===== src/rtl/cdb_arbiter.sv =====
// Writeback arbiter: picks one completed FU result per cycle (round-robin) onto the CDB.
// Latency: one cycle from grant (fu_ready) to cdb_valid; one result per cycle sustained.
// Backpressure: cdb_ready low with cdb_valid high holds the output register and ptr, and fu_ready stays 0.
//
// Ports:
//   clk, rst_n                   clock, async active-low reset
//   fu_valid/fu_tag/fu_data/fu_exc  per-FU result request, FU i at [i*W +: W]
//   fu_ready                     one-hot grant, combinational
//   flush                        drops the CDB slot and blocks grants this cycle
//   cdb_ready                    ROB consumes the CDB this cycle
//   cdb_valid/tag/data/exc/fu    registered CDB result and source FU index
//   stall_cnt                    (only with CDB_ARB_STALL_CNT_EN) saturating stall-cycle count
// Optional feature macro: CDB_ARB_STALL_CNT_EN
module cdb_arbiter #(
  parameter int NUM_FU = 4,
  parameter int TAG_W  = 4,
  parameter int DATA_W = 32,
  localparam int FU_W  = $clog2(NUM_FU)
) (
  input  logic                       clk,
  input  logic                       rst_n,
  input  logic [NUM_FU-1:0]          fu_valid,
  input  logic [NUM_FU*TAG_W-1:0]    fu_tag,
  input  logic [NUM_FU*DATA_W-1:0]   fu_data,
  input  logic [NUM_FU-1:0]          fu_exc,
  output logic [NUM_FU-1:0]          fu_ready,
  input  logic                       flush,
  input  logic                       cdb_ready,
  output logic                       cdb_valid,
  output logic [TAG_W-1:0]           cdb_tag,
  output logic [DATA_W-1:0]          cdb_data,
  output logic                       cdb_exc,
  output logic [FU_W-1:0]            cdb_fu
`ifdef CDB_ARB_STALL_CNT_EN
  ,
  output logic [15:0]                stall_cnt
`endif
);

  typedef struct packed {
    logic [TAG_W-1:0]  tag;
    logic [DATA_W-1:0] data;
    logic              exc;
    logic [FU_W-1:0]   fu;
  } cdb_t;

  localparam logic [FU_W:0] NUM_FU_W = (FU_W+1)'(NUM_FU);

  logic [FU_W-1:0]   ptr;
  logic [FU_W-1:0]   off;
  logic [FU_W-1:0]   win;
  logic [FU_W-1:0]   ptr_nxt;
  logic [FU_W:0]     sum;
  logic [NUM_FU-1:0] rot;
  logic              found;
  logic              slot_free;
  logic              grant;
  logic              cdb_vld_q;
  cdb_t              sel;
  cdb_t              cdb_q;

  assign slot_free = !cdb_vld_q | cdb_ready;

  // Rotate requests so bit 0 is the FU at ptr; the lowest set bit is the winner offset.
  assign rot = NUM_FU'({fu_valid, fu_valid} >> ptr);

  always_comb begin
    found = 1'b0;
    off   = '0;
    for (int k = NUM_FU - 1; k >= 0; k--) begin
      if (rot[k]) begin
        found = 1'b1;
        off   = FU_W'(k);
      end
    end
    // ptr + off modulo NUM_FU; works for non-power-of-two NUM_FU too.
    sum = {1'b0, ptr} + {1'b0, off};
    if (sum >= NUM_FU_W) begin
      sum = sum - NUM_FU_W;
    end
    win = sum[FU_W-1:0];
  end

  assign ptr_nxt = (win == FU_W'(NUM_FU - 1)) ? '0 : win + FU_W'(1);

  // rst_n is in the grant term so fu_ready is 0 throughout reset.
  assign grant    = rst_n & slot_free & !flush & found;
  assign fu_ready = grant ? (NUM_FU'(1) << win) : '0;

  always_comb begin
    sel    = '0;
    sel.fu = win;
    for (int i = 0; i < NUM_FU; i++) begin
      if (win == FU_W'(i)) begin
        sel.tag  = fu_tag[i*TAG_W +: TAG_W];
        sel.data = fu_data[i*DATA_W +: DATA_W];
        sel.exc  = fu_exc[i];
      end
    end
  end

  // Payload fields are left stale when the slot empties; only valid and ptr matter then.
  always_ff @(posedge clk or negedge rst_n) begin
    if (!rst_n) begin
      cdb_vld_q <= 1'b0;
      cdb_q     <= '0;
      ptr       <= '0;
    end else if (grant) begin
      cdb_vld_q <= 1'b1;
      cdb_q     <= sel;
      ptr       <= ptr_nxt;
    end else if (slot_free || flush) begin
      cdb_vld_q <= 1'b0;
    end
  end

  assign cdb_valid = cdb_vld_q;
  assign cdb_tag   = cdb_q.tag;
  assign cdb_data  = cdb_q.data;
  assign cdb_exc   = cdb_q.exc;
  assign cdb_fu    = cdb_q.fu;

`ifdef CDB_ARB_STALL_CNT_EN
  // Counts cycles a result sits on the CDB unconsumed; survives flush, saturates.
  always_ff @(posedge clk or negedge rst_n) begin
    if (!rst_n) begin
      stall_cnt <= '0;
    end else if (cdb_vld_q && !cdb_ready && !flush && (stall_cnt != 16'hFFFF)) begin
      stall_cnt <= stall_cnt + 16'd1;
    end
  end
`endif

endmodule


===== config.mk =====
export PLATFORM = sky130hd
export DESIGN_NAME = cdb_arbiter
export DESIGN_NICKNAME = d
export VERILOG_FILES = /design/src/rtl/cdb_arbiter.sv
export SDC_FILE = /design/constraint.sdc
export NUM_CORES = 1
export LEC_CHECK = 0
export ABC_AREA = 1
export BUFFER_PORTS_ARGS = -buffer_cell sky130_fd_sc_hd__buf_2
export CAP_MARGIN = 20
export CORE_AREA = 4 4 90 92
export CTS_CLUSTER_SIZE = 24
export DETAILED_ROUTE_END_ITERATION = 16
export DIE_AREA = 0 0 94 96
export PLACE_DENSITY = 0.82
export SLEW_MARGIN = 20
export SYNTH_ARGS = -nofsm -noshare
export SYNTH_HDL_FRONTEND = slang
export SYNTH_SLANG_ARGS = --single-unit

===== constraint.sdc =====
create_clock -name clk -period 7.78 [get_ports clk]
set_clock_uncertainty 0.1 [all_clocks]
set_input_delay 0 -clock clk [delete_from_list [all_inputs] [get_ports clk]]
set_output_delay 0 -clock clk [all_outputs]
set_load 0.01 [all_outputs]

==> results of run 1 <==
-- sequential cells by signal (all words and copies together) (netlist names) --
| name | cells |
|---|---|
| cdb_valid | 1 |
| cdb_data | 32 |
| ptr | 2 |
| cdb_fu | 2 |
| cdb_exc | 1 |
| cdb_tag | 4 |
-- logic make-up (layout without fill, tap and decap cells) --
logic type | Yosys count | in the layout | share of synthesized area, %
and+or+nand+nor | 154 | 154 | 21.9
adders and majority gates | 5 | 5 | 1.96
muxes | 37 | 37 | 11.6
buffers and inverters | 41 | 267 | 8.42
AOI/OAI and AO/OA | 117 | 117 | 23.0
DFF | 42 | 42 | 32.9
xor gates and xnor gates | 1 | 1 | 0.274
-- metal layers --
metal / share of wire, % / routed length [um]
met1: 36 / 3860
met2: 52 / 5540
met3: 10 / 1070
met4: 1.7 / 185
met5: 0 / 0
-- report_power, final --
part / internal, mW / total [mW] / switching [mW] / leakage, nW
Combinational: 0.758 / 1.95 / 1.19 / 1.76
Sequential: 0.317 / 0.387 / 0.0702 / 0.532
Clock: 0.0717 / 0.144 / 0.0721 / 0.0482
Total: 1.15 / 2.48 / 1.33 / 2.34
-- how the worst max path moves through the flow --
stage	endpoint	cells past startpoint
after floorplan	cdb_data[12]	18
after global placement	cdb_data[24]	17
after detailed placement	cdb_data[9]	20
after CTS	cdb_data[9]	20
after global routing	cdb_data[12]	20
final	cdb_data[12]	20
-- cell type report --
| class | count | area share, % |
|---|---|---|
| multi-input combinational | 314 | 40.4 |
| timing repair buffer | 246 | 31.2 |
| sequential | 42 | 22.6 |
| tap | 99 | 2.67 |
| clock buffer | 7 | 1.86 |
| inverter | 13 | 1.05 |
| clock inverter | 1 | 0.108 |
-- per-stage QoR --
stage	setup slack [ns]	std cells	cell area, um^2	power [mW]
3_5_place_dp	4.50	674	4150	2.31
6_report	4.38	722	4640	2.48
4_1_cts	4.47	722	4640	2.48
5_1_grt	4.00	722	4640	2.72
3_3_place_gp	4.42	674	4150	2.26
2_1_floorplan	4.96	397	3190	1.90
-- cells in the mapped netlist (all sizes together) (4+ instances only) --
library cell,count
o21ai,41
ha,5
buf,24
mux2i,37
dfrtp,42
inv,13
nand3,10
clkbuf,4
nor2,45
nand2,98
a21oi,74
-- worst min-delay path, delay by kind of cell --
family	cells	cell delay, ns
mux	1	0.12
simple gates	1	0.05
buf+inv	1	0.09
compound gates	2	0.14
-- repair_timing --
item / 4_1_cts / 5_1_grt
buffers inserted: 0 / 0
hold buffers: 40 / 0
hold endpoints to repair: 80 / 0
setup endpoints to repair: 0 / 0
==> results.md, run 1 <==
* Result of the run: completed
* Capture endpoint of the worst hold path: cdb_tag[0]
* Total number of H-tree levels at 2
* Maximum operating frequency at 0.294 GHz
* Number of sinks driven by the clock tree at 42
* Net count of the finished layout at 783
* Clock tree from TritonCTS: done
* Commonest non-fill, non-tap cells in the layout: sky130_fd_sc_hd__buf_2 (199), sky130_fd_sc_hd__a21oi_1 (74), sky130_fd_sc_hd__nand2_1 (60)
* Share of post-route cells with drive strength above 1 at 46.9%
* Arrival @ worst endpoint at 3.51 ns
* Reg2reg end: cdb_data[12]
* Number of flip-flops and latches in the synthesized netlist at 42
* Overall die area at 9020 um^2
* WL per Instance at 14.7 um
* Cell Chain, Critical Path: inv_2, nand2_1, nand3_1, nand2_2, nand3_1, a21boi_0, ha_1, xor2_1, inv_1, nand3_1, nand2_1, inv_1, ha_1, inv_1, nor2_2, buf_4, nand2_1, a21oi_1, mux2i_1, o21ai_2
* Overflow left after global routing at 0
* Number of antenna-violating nets in the routed design at 0
* Global Route met2 Usage at 43.9%
* Number of vias per cell after detailed routing at 5.01
* Setup-violating endpoint count in the final report at 0
* Post-synthesis cell type count at 27
* Area of the multi-input gates at 1880 um^2
* DRC violation count after routing at 0
* Total wire length at 10600 um
* Total inserted antenna cells at 0
* Area added between synthesis and finish at 45.3%
* Clock transition at path regs at approximately 0.080 ns
* Top cell type by total area after synthesis: sky130_fd_sc_hd__dfrtp_1
* Number of synthesized flops with an enable pin at 0
* Share of the clock period used by the worst path after layout at a little over two fifths
* Core area at 7210 um^2
* Initial antenna violation count at 0
* Worst setup startpoint: ptr[0]
* Highest-utilization routing layer at the global route stage: met2
* Inserted Clock Buffers at 5
* Site Rows at 31
* Highest ir drop seen on vdd at 0.455 mV
* Max Slew Vio Count at 0
* Count of filler cells inserted in the layout at 627
* Via count of the first global-routing pass at 3628
* Avg Inst Size Synth at 8.05 um^2
* CTS root buf: sky130_fd_sc_hd__clkbuf_8
* Total negative slack for setup checks at 0 ns
* Data required, critical path at around 8 ns
* Maximum number of pins on one net before global-route repair at 45
* Buffer depth of the longest clock path at 2
* Max-Slew Margin vs Limit at 50.9%
* Nature of the critical path startpoint: flip-flop
* Commonest non-fill, non-tap cell in the layout: sky130_fd_sc_hd__buf_2
* Footprint of the flip-flops and latches at around 1100 um^2
* Proportion of synthesized flip-flops having asynchronous set or reset at 100%
* Launching point of the worst reg2reg path: ptr[0]
* Synth Warn # at 0
* GR met3 Demand/Resource at under 10%
* GR met1 Demand/Resource at around a quarter
* Hold path cells at 5
* Io pins at 200
* Max cap viols at 0
* Unrepaired setup endpoints after global routing: no
* Crit path max-delay cell type: sky130_fd_sc_hd__dfrtp_1
* Final critical path time including I/O delays and setup at 3.40 ns
* Routability cong. at 0.974
* Violation count after the first detailed-routing iteration at 118
* Largest cells by area after synthesis: sky130_fd_sc_hd__dfrtp_1 (33%), sky130_fd_sc_hd__a21oi_1 (12%), sky130_fd_sc_hd__mux2i_1 (12%), sky130_fd_sc_hd__o21ai_2 (9.6%), sky130_fd_sc_hd__nand2_2 (7.2%)
* GRT Total Usage at 22.8%
* Initial core utilization at between 40% and 50%
* Actual slew at the worst max-slew pin at 0.735 ns
* Largest fanout on the critical path at 33
* Path type of the worst setup path: reg -> reg
* Die Span Y at 96 um
* Combined area of all synthesized cells at 3190 um^2
* Share of the core filled with cells in the final layout at 64.3%
* Global-route wire length before repair at around 16000 um
* Kind of capture point of the worst setup path: flip-flop
* Static leakage power at approximately 2.3 nW
* Part of the Yosys area used for sequential elements at roughly a third
* Number of buffer cells added on primary ports at a little under 200
* Crit-path leading delay family: simple AND/OR/NAND/NOR gates
* Fin Hold WS at 0.0624 ns
* Total power density per cell area at 534 nW/um^2
* # resized after CTS at 0
* Share of the synthesized area in the top cell type at 32.9%
* Synthesized net count at 558
* Clock network latency to the later pin of the worst-skew pair at 0.28 ns
* Origin of the worst min-delay path: fu_tag[0]
* Slack of the worst reg-to-reg path at 4.38 ns
* Buf/Inv on CP at 5
* Delay of the slowest critical-path stage at 0.47 ns
* Post-Synthesis Cells at 397
* Final HPWL from detailed placement at 7210 um
* Min-Delay Path Class: in -> reg
* TritonRoute pass-1 iters at 4
* Count of final hold-check violations at 0
* X dimension of the die at between 90 and 100 um
* Depth of the most critical reg-to-reg path at 20
* Overall via count from detail_route at 3617
* Most common flop cell mapped by yosys: sky130_fd_sc_hd__dfrtp_1
Note: power is estimated with default switching activity, not from simulation.
==> run 2, diff against run 1 <==
Settings changed: CORE_AREA 4 4 90 92 to 4 4 91 93, DIE_AREA 0 0 94 96 to 0 0 95 97, PLACE_DENSITY 0.82 to 0.8.
Clock period 7.78 ns to 3.48 ns, I/O delays scaled along.
==> results.md, run 2 (synthesis gave the netlist of run 1 again) <==
* Kind of capture point of the worst setup path: flip-flop
* Via count of the first global-routing pass at 3909
* Crit path max-delay cell type: sky130_fd_sc_hd__dfrtp_1
* Violation count after the first detailed-routing iteration at 169
* Static leakage power at 2.39 nW
* Count of final hold-check violations at 0
* Share of the clock period used by the worst path after layout at 90.7%
* Total wire length at 11000 um
* Fin Hold WS at approximately 0.053 ns
* Buf/Inv on CP at 2
* Commonest non-fill, non-tap cell in the layout: sky130_fd_sc_hd__buf_2
* Unrepaired setup endpoints after global routing: no
* Inserted Clock Buffers at 5
* Max Slew Vio Count at 0
* Final total power at roughly 6 mW
* Number of placed instances, taps included at 682
* Initial core utilization at 42.4%
* Footprint of the flip-flops and latches at 1050 um^2
* X dimension of the die at 95 um
* Final critical path time including I/O delays and setup at 3.16 ns
* Maximum operating frequency at 0.317 GHz
* Crit-path leading delay family: compound AO/OA/AOI/OAI gates
* Core area at 7530 um^2
* GR met1 Demand/Resource at 26.0%
* Highest-utilization routing layer at the global route stage: met2
* Path type of the worst setup path: reg -> reg
* Number of antenna-violating nets in the routed design at 0
* Commonest non-fill, non-tap cells in the layout: sky130_fd_sc_hd__buf_2 (199), sky130_fd_sc_hd__a21oi_1 (74), sky130_fd_sc_hd__nand2_1 (60)
* GRT Total Usage at 24.0%
* Delay of the slowest critical-path stage at 0.47 ns
* WL per Instance at between 15 and 20 um
* Clock tree from TritonCTS: done
* Clock transition at path regs at 0.08 ns
* Setup-violating endpoint count in the final report at 0
* Max cap viols at 0
* Data required, critical path at 3.60 ns
* Area added between synthesis and finish at 49.0%
* Overall die area at about 9200 um^2
* Overflow left after global routing at 0
* Area of the multi-input gates at 1890 um^2
* Highest ir drop seen on vdd at 0.809 mV
* Share of post-route cells with drive strength above 1 at 47.7%
* Global-route wire length before repair at 17800 um
* Nature of the critical path startpoint: flip-flop
* Min-Delay Path Class: in -> reg
* Total power density per cell area at 1230 nW/um^2
* Flip-flop count of the largest register after layout at 32
* Arrival @ worst endpoint at 3.27 ns
* Largest fanout on the critical path at 37
* Number of buffer cells added on primary ports at between 150 and 200
* CTS root buf: sky130_fd_sc_hd__clkbuf_8
* Clock network latency to the later pin of the worst-skew pair at 0.29 ns
* Total number of H-tree levels at 2
* TritonRoute pass-1 iters at 4
* Filler-free cell count of the finished design at approximately 730
* Global Route met2 Usage at 45.4%
* Final HPWL from detailed placement at 7670 um
* Result of the run: completed
* Total negative slack for setup checks at 0 ns
* Count of filler cells inserted in the layout at 682
* Initial antenna violation count at 0
* Site Rows at 32
* DRC violation count after routing at 0
* Share of the core filled with cells in the final layout at 63.2%
* Net count of the finished layout at ~800
* Actual slew at the worst max-slew pin at 0.658 ns
* GR met3 Demand/Resource at 5.05%
* Number of vias per cell after detailed routing at 5.03
* Overall via count from detail_route at 3676
* Maximum number of pins on one net before global-route repair at 44
* Cell Chain, Critical Path: inv_1, nand3_1, nand2_2, nand3_1, a21boi_0, ha_1, xor2_1, nand2_1, nand2_1, ha_1, buf_4, a21oi_1, a21oi_1, mux2i_1, o21ai_2
* Total inserted antenna cells at 0
* Max-Slew Margin vs Limit at a little under three fifths
* Routability cong. at 0.796
* Buffer depth of the longest clock path at 2
* Io pins at 200
* Number of sinks driven by the clock tree at 42
* Die Span Y at 97 um
## run 2: per-stage QoR
| step | cell area [um^2] | worst slack (ns) |
|---|---|---|
| floorplan | 3190 | 0.659 |
| global placement | 4230 | 0.589 |
| detailed placement | 4230 | 0.372 |
| CTS | 4740 | 0.279 |
| global route | 4760 | 0.0140 |
| finish | 4760 | 0.324 |
## run 2: final cells by class
| class | instances | area share (%) |
|---|---|---|
| timing repair buffer | 252 | 32.2 |
| sequential | 42 | 22.1 |
| inverter | 13 | 1.10 |
| tap | 102 | 2.68 |
| clock buffer | 8 | 2.31 |
| multi-input combinational | 314 | 39.6 |
## run 2: per-layer routing
metal,wire (um),share of wire (%)
met5,0,0
met3,877,8.0
met1,4180,38
met2,5710,52
met4,215,2.0
## run 2: tightest hold or removal path, delay by kind of cell
| kind | cells | cell delay, ns |
|---|---|---|
| and+or+nand+nor | 1 | 0.05 |
| buffers and inverters | 1 | 0.10 |
| AOI/OAI and AO/OA | 2 | 0.14 |
| muxes | 1 | 0.12 |
## run 2: report_power, final
group	leakage (nW)	internal (mW)	total, mW	switching (mW)
logic	1.80	1.90	4.63	2.73
registers	0.531	0.710	0.867	0.157
clock network	0.0575	0.200	0.364	0.164
total	2.39	2.81	5.86	3.05
## run 2: worst paths after layout
path	from	endpoint	slack [ns]	cells after the start
min	fu_tag[2]	cdb_tag[2]	0.05	5
max reg2reg	ptr[1]	cdb_data[12]	0.32	15
max	ptr[1]	cdb_data[12]	0.32	15
max in group asynchronous	rst_n	ptr[0]	2.58	3
min reg2reg	cdb_data[20]	cdb_data[20]	0.38	2
min in group asynchronous	rst_n	cdb_data[20]	0.30	3
## run 2: repair_timing
item	in CTS	in global routing
endpoints found under the setup margin	0	27
endpoints found under the hold margin	80	0
setup buffers	0	1
hold buffers	40	0
resized for setup	0	3
==> run 3, diff against run 2 <==
Settings changed: CORE_AREA 4 4 91 93 to 8 8 95 97, DIE_AREA 0 0 95 97 to 0 0 103 105, HOLD_SLACK_MARGIN from default to 0.02, RECOVER_POWER from default to 100.
==> results.md, run 3 (synthesis gave the netlist of run 1 again) <==
* Maximum operating frequency at 0.315 GHz
* Clock network latency to the later pin of the worst-skew pair at 0.29 ns
* Nature of the critical path startpoint: flip-flop
* Overall via count from detail_route at about 3.8k
* Overall die area at 10800 um^2
* Max cap viols at 1
* Routability cong. at 0.833
* Unrepaired setup endpoints after global routing: no
* Commonest non-fill, non-tap cells in the layout: sky130_fd_sc_hd__buf_2 (156), sky130_fd_sc_hd__a21oi_1 (74), sky130_fd_sc_hd__nand2_1 (60)
* Count of filler cells inserted in the layout at roughly 700
* Flip-flop count of the largest register after layout at 32
* Proportion of total power due to net switching at between 50% and 60%
* Failing checks: capacitance limit, slew limit
* Largest fanout on the critical path at 18
* Count of final hold-check violations at 0
* GRT Total Usage at 21.6%
* Final total power at 5.66 mW
* Kind of capture point of the worst setup path: flip-flop
* Cell Chain, Critical Path: inv_1, nand3_1, nand2_2, nand3_1, a21boi_0, ha_1, xor2_1, nand2_1, nand2_1, ha_1, buf_4, inv_1, buf_4, nor2_1, a21oi_1, mux2i_1, o21ai_2
* Final design area excluding fillers at 4620 um^2
* Violation count after the first detailed-routing iteration at 130
* Max-Slew Margin vs Limit at -56.6%
* Commonest non-fill, non-tap cell in the layout: sky130_fd_sc_hd__buf_2
* Total inserted antenna cells at 0
* CTS root buf: sky130_fd_sc_hd__clkbuf_8
* X dimension of the die at 103 um
* Global-route wire length before repair at 19000 um
* Min-Delay Path Class: in -> reg
* Actual slew at the worst max-slew pin at 2.35 ns
* Clk pwr share at 5.9%
* Share of the clock period used by the worst path after layout at approximately nine tenths
* Overflow left after global routing at 0
* Result of the run: complete, but fails checks
* TritonRoute pass-1 iters at 4
* Number of vias per cell after detailed routing at between 5 and 6
* Via count of the first global-routing pass at 4154
* Data required, critical path at 3.53 ns
* Io pins at 200
* Core area at 7530 um^2
* Area added between synthesis and finish at 44.8%
* DRC violation count after routing at 0
* Initial core utilization at 42.4%
* Share of post-route cells with drive strength above 1 at between 40% and 50%
* Crit path max-delay cell type: sky130_fd_sc_hd__dfrtp_1
* Total negative slack for setup checks at 0 ns
* Die Span Y at 105 um
* Final critical path time including I/O delays and setup at about 3.2 ns
* Buffer depth of the longest clock path at 2
* Initial antenna violation count at 0
* Post-CTS setup buffers at 0
* Fraction of power consumed by combinational cells at 78.7%
* Highest ir drop seen on vdd at around 0.87 mV
* Number of buffer cells added on primary ports at 199
* Number of antenna-violating nets in the routed design at 0
* Static leakage power at 2.21 nW
* Path type of the worst setup path: reg -> reg
* Number of sinks driven by the clock tree at 42
* Sequential share of power at 15.4%
* Crit-path leading delay family: buffers and inverters
* Maximum number of pins on one net before global-route repair at 45
* Int Pwr at between 2 and 3 mW
* Final HPWL from detailed placement at 8590 um
* Arrival @ worst endpoint at 3.22 ns
* Total number of H-tree levels at 2
* Total wire length at 11900 um
* Buf/Inv on CP at 4
* Site Rows at 32
* Delay of the slowest critical-path stage at around 0.46 ns
* Total power density per cell area at 1220 nW/um^2
* Psw at 3.05 mW
* Clock transition at path regs at 0.09 ns
* Inserted Clock Buffers at 5
* Setup-violating endpoint count in the final report at 0
* Max Slew Vio Count at 43
* Net count of the finished layout at 789
* Area post-placement at 4200 um^2
* Fin Hold WS at 0.0519 ns
* WL per Instance at 16.3 um
* Clock tree from TritonCTS: done
run 3: cell count changes in the layout (fill, tap and decap cells not counted), sizes merged:
| cell | previous run | this run |
|---|---|---|
| clkinvlp | 1 | 0 |
| inv | 12 | 13 |
| clkinv | 0 | 1 |
| clkbuf | 8 | 53 |
| buf | 212 | 166 |
run 3: layer usage:
metal / global-route usage (%) / vias up / part of all wire (%)
met5: 0 / - / 0
met2: 40.2 / 195 / 51
met1: 20.8 / 1734 / 36
li1: - / 1788 / -
met3: 7.17 / 40 / 9.5
met4: 9.41 / 0 / 3.5
run 3: worst paths after layout:
| path | cells after the start | endpoint | startpoint | slack (ns) |
|---|---|---|---|---|
| setup / recovery | 17 | cdb_data[29] | ptr[1] | 0.30 |
| hold / removal | 5 | cdb_data[31] | fu_data[95] | 0.05 |
| setup reg to reg | 17 | cdb_data[29] | ptr[1] | 0.30 |
| hold reg to reg | 2 | cdb_data[18] | cdb_data[18] | 0.39 |
| max in group asynchronous | 3 | ptr[0] | rst_n | 0.72 |
| min in group asynchronous | 3 | cdb_data[23] | rst_n | 1.04 |
run 3: layout make-up:
type / instances / area (um^2) / share of cell area, %
clock buffer: 7 / 86.3 / 1.87
clock inverter: 1 / 5.00 / 0.108
inverter: 13 / 48.8 / 1.06
multi-input combinational: 314 / 1870 / 40.5
sequential: 42 / 1050 / 22.8
tap: 102 / 128 / 2.76
timing repair buffer: 252 / 1430 / 31.0
run 3: power groups by stage:
stage	clock network [mW]	logic (mW)	registers, mW
floorplan	0	3.28	0.955
global placement	0	4.31	0.856
detailed placement	0	4.48	0.869
CTS	0.342	4.53	0.863
global route	0.361	4.96	0.900
finish	0.333	4.45	0.875
run 3: per-stage QoR:
stage,utilization [%],worst slack (ns),instances
5_1_grt,61.4,0.0188,731
4_1_cts,62.3,0.345,731
3_5_place_dp,55.8,0.363,683
2_1_floorplan,-,0.659,397
6_report,61.4,0.303,731
3_3_place_gp,55.8,0.548,683
run 3: worst register-to-register path: stages, from the launching register on:
cell,delay [ns]
sky130_fd_sc_hd__dfrtp_1,0.46
sky130_fd_sc_hd__inv_1,0.16
sky130_fd_sc_hd__nand3_1,0.11
sky130_fd_sc_hd__nand2_2,0.10
sky130_fd_sc_hd__nand3_1,0.07
sky130_fd_sc_hd__a21boi_0,0.19
sky130_fd_sc_hd__ha_1,0.20
sky130_fd_sc_hd__xor2_1,0.18
sky130_fd_sc_hd__nand2_1,0.08
sky130_fd_sc_hd__nand2_1,0.12
sky130_fd_sc_hd__ha_1,0.18
sky130_fd_sc_hd__buf_4,0.25
sky130_fd_sc_hd__inv_1,0.08
sky130_fd_sc_hd__buf_4,0.21
sky130_fd_sc_hd__nor2_1,0.15
sky130_fd_sc_hd__a21oi_1,0.06
sky130_fd_sc_hd__mux2i_1,0.23
sky130_fd_sc_hd__o21ai_2,0.09
run 3: timing repair:
item                       in CTS  in global routing
hold endpoints to repair       80                  0
setup endpoints to repair       0                  6
hold buffers                   40                  0
gates resized for setup         0                  1
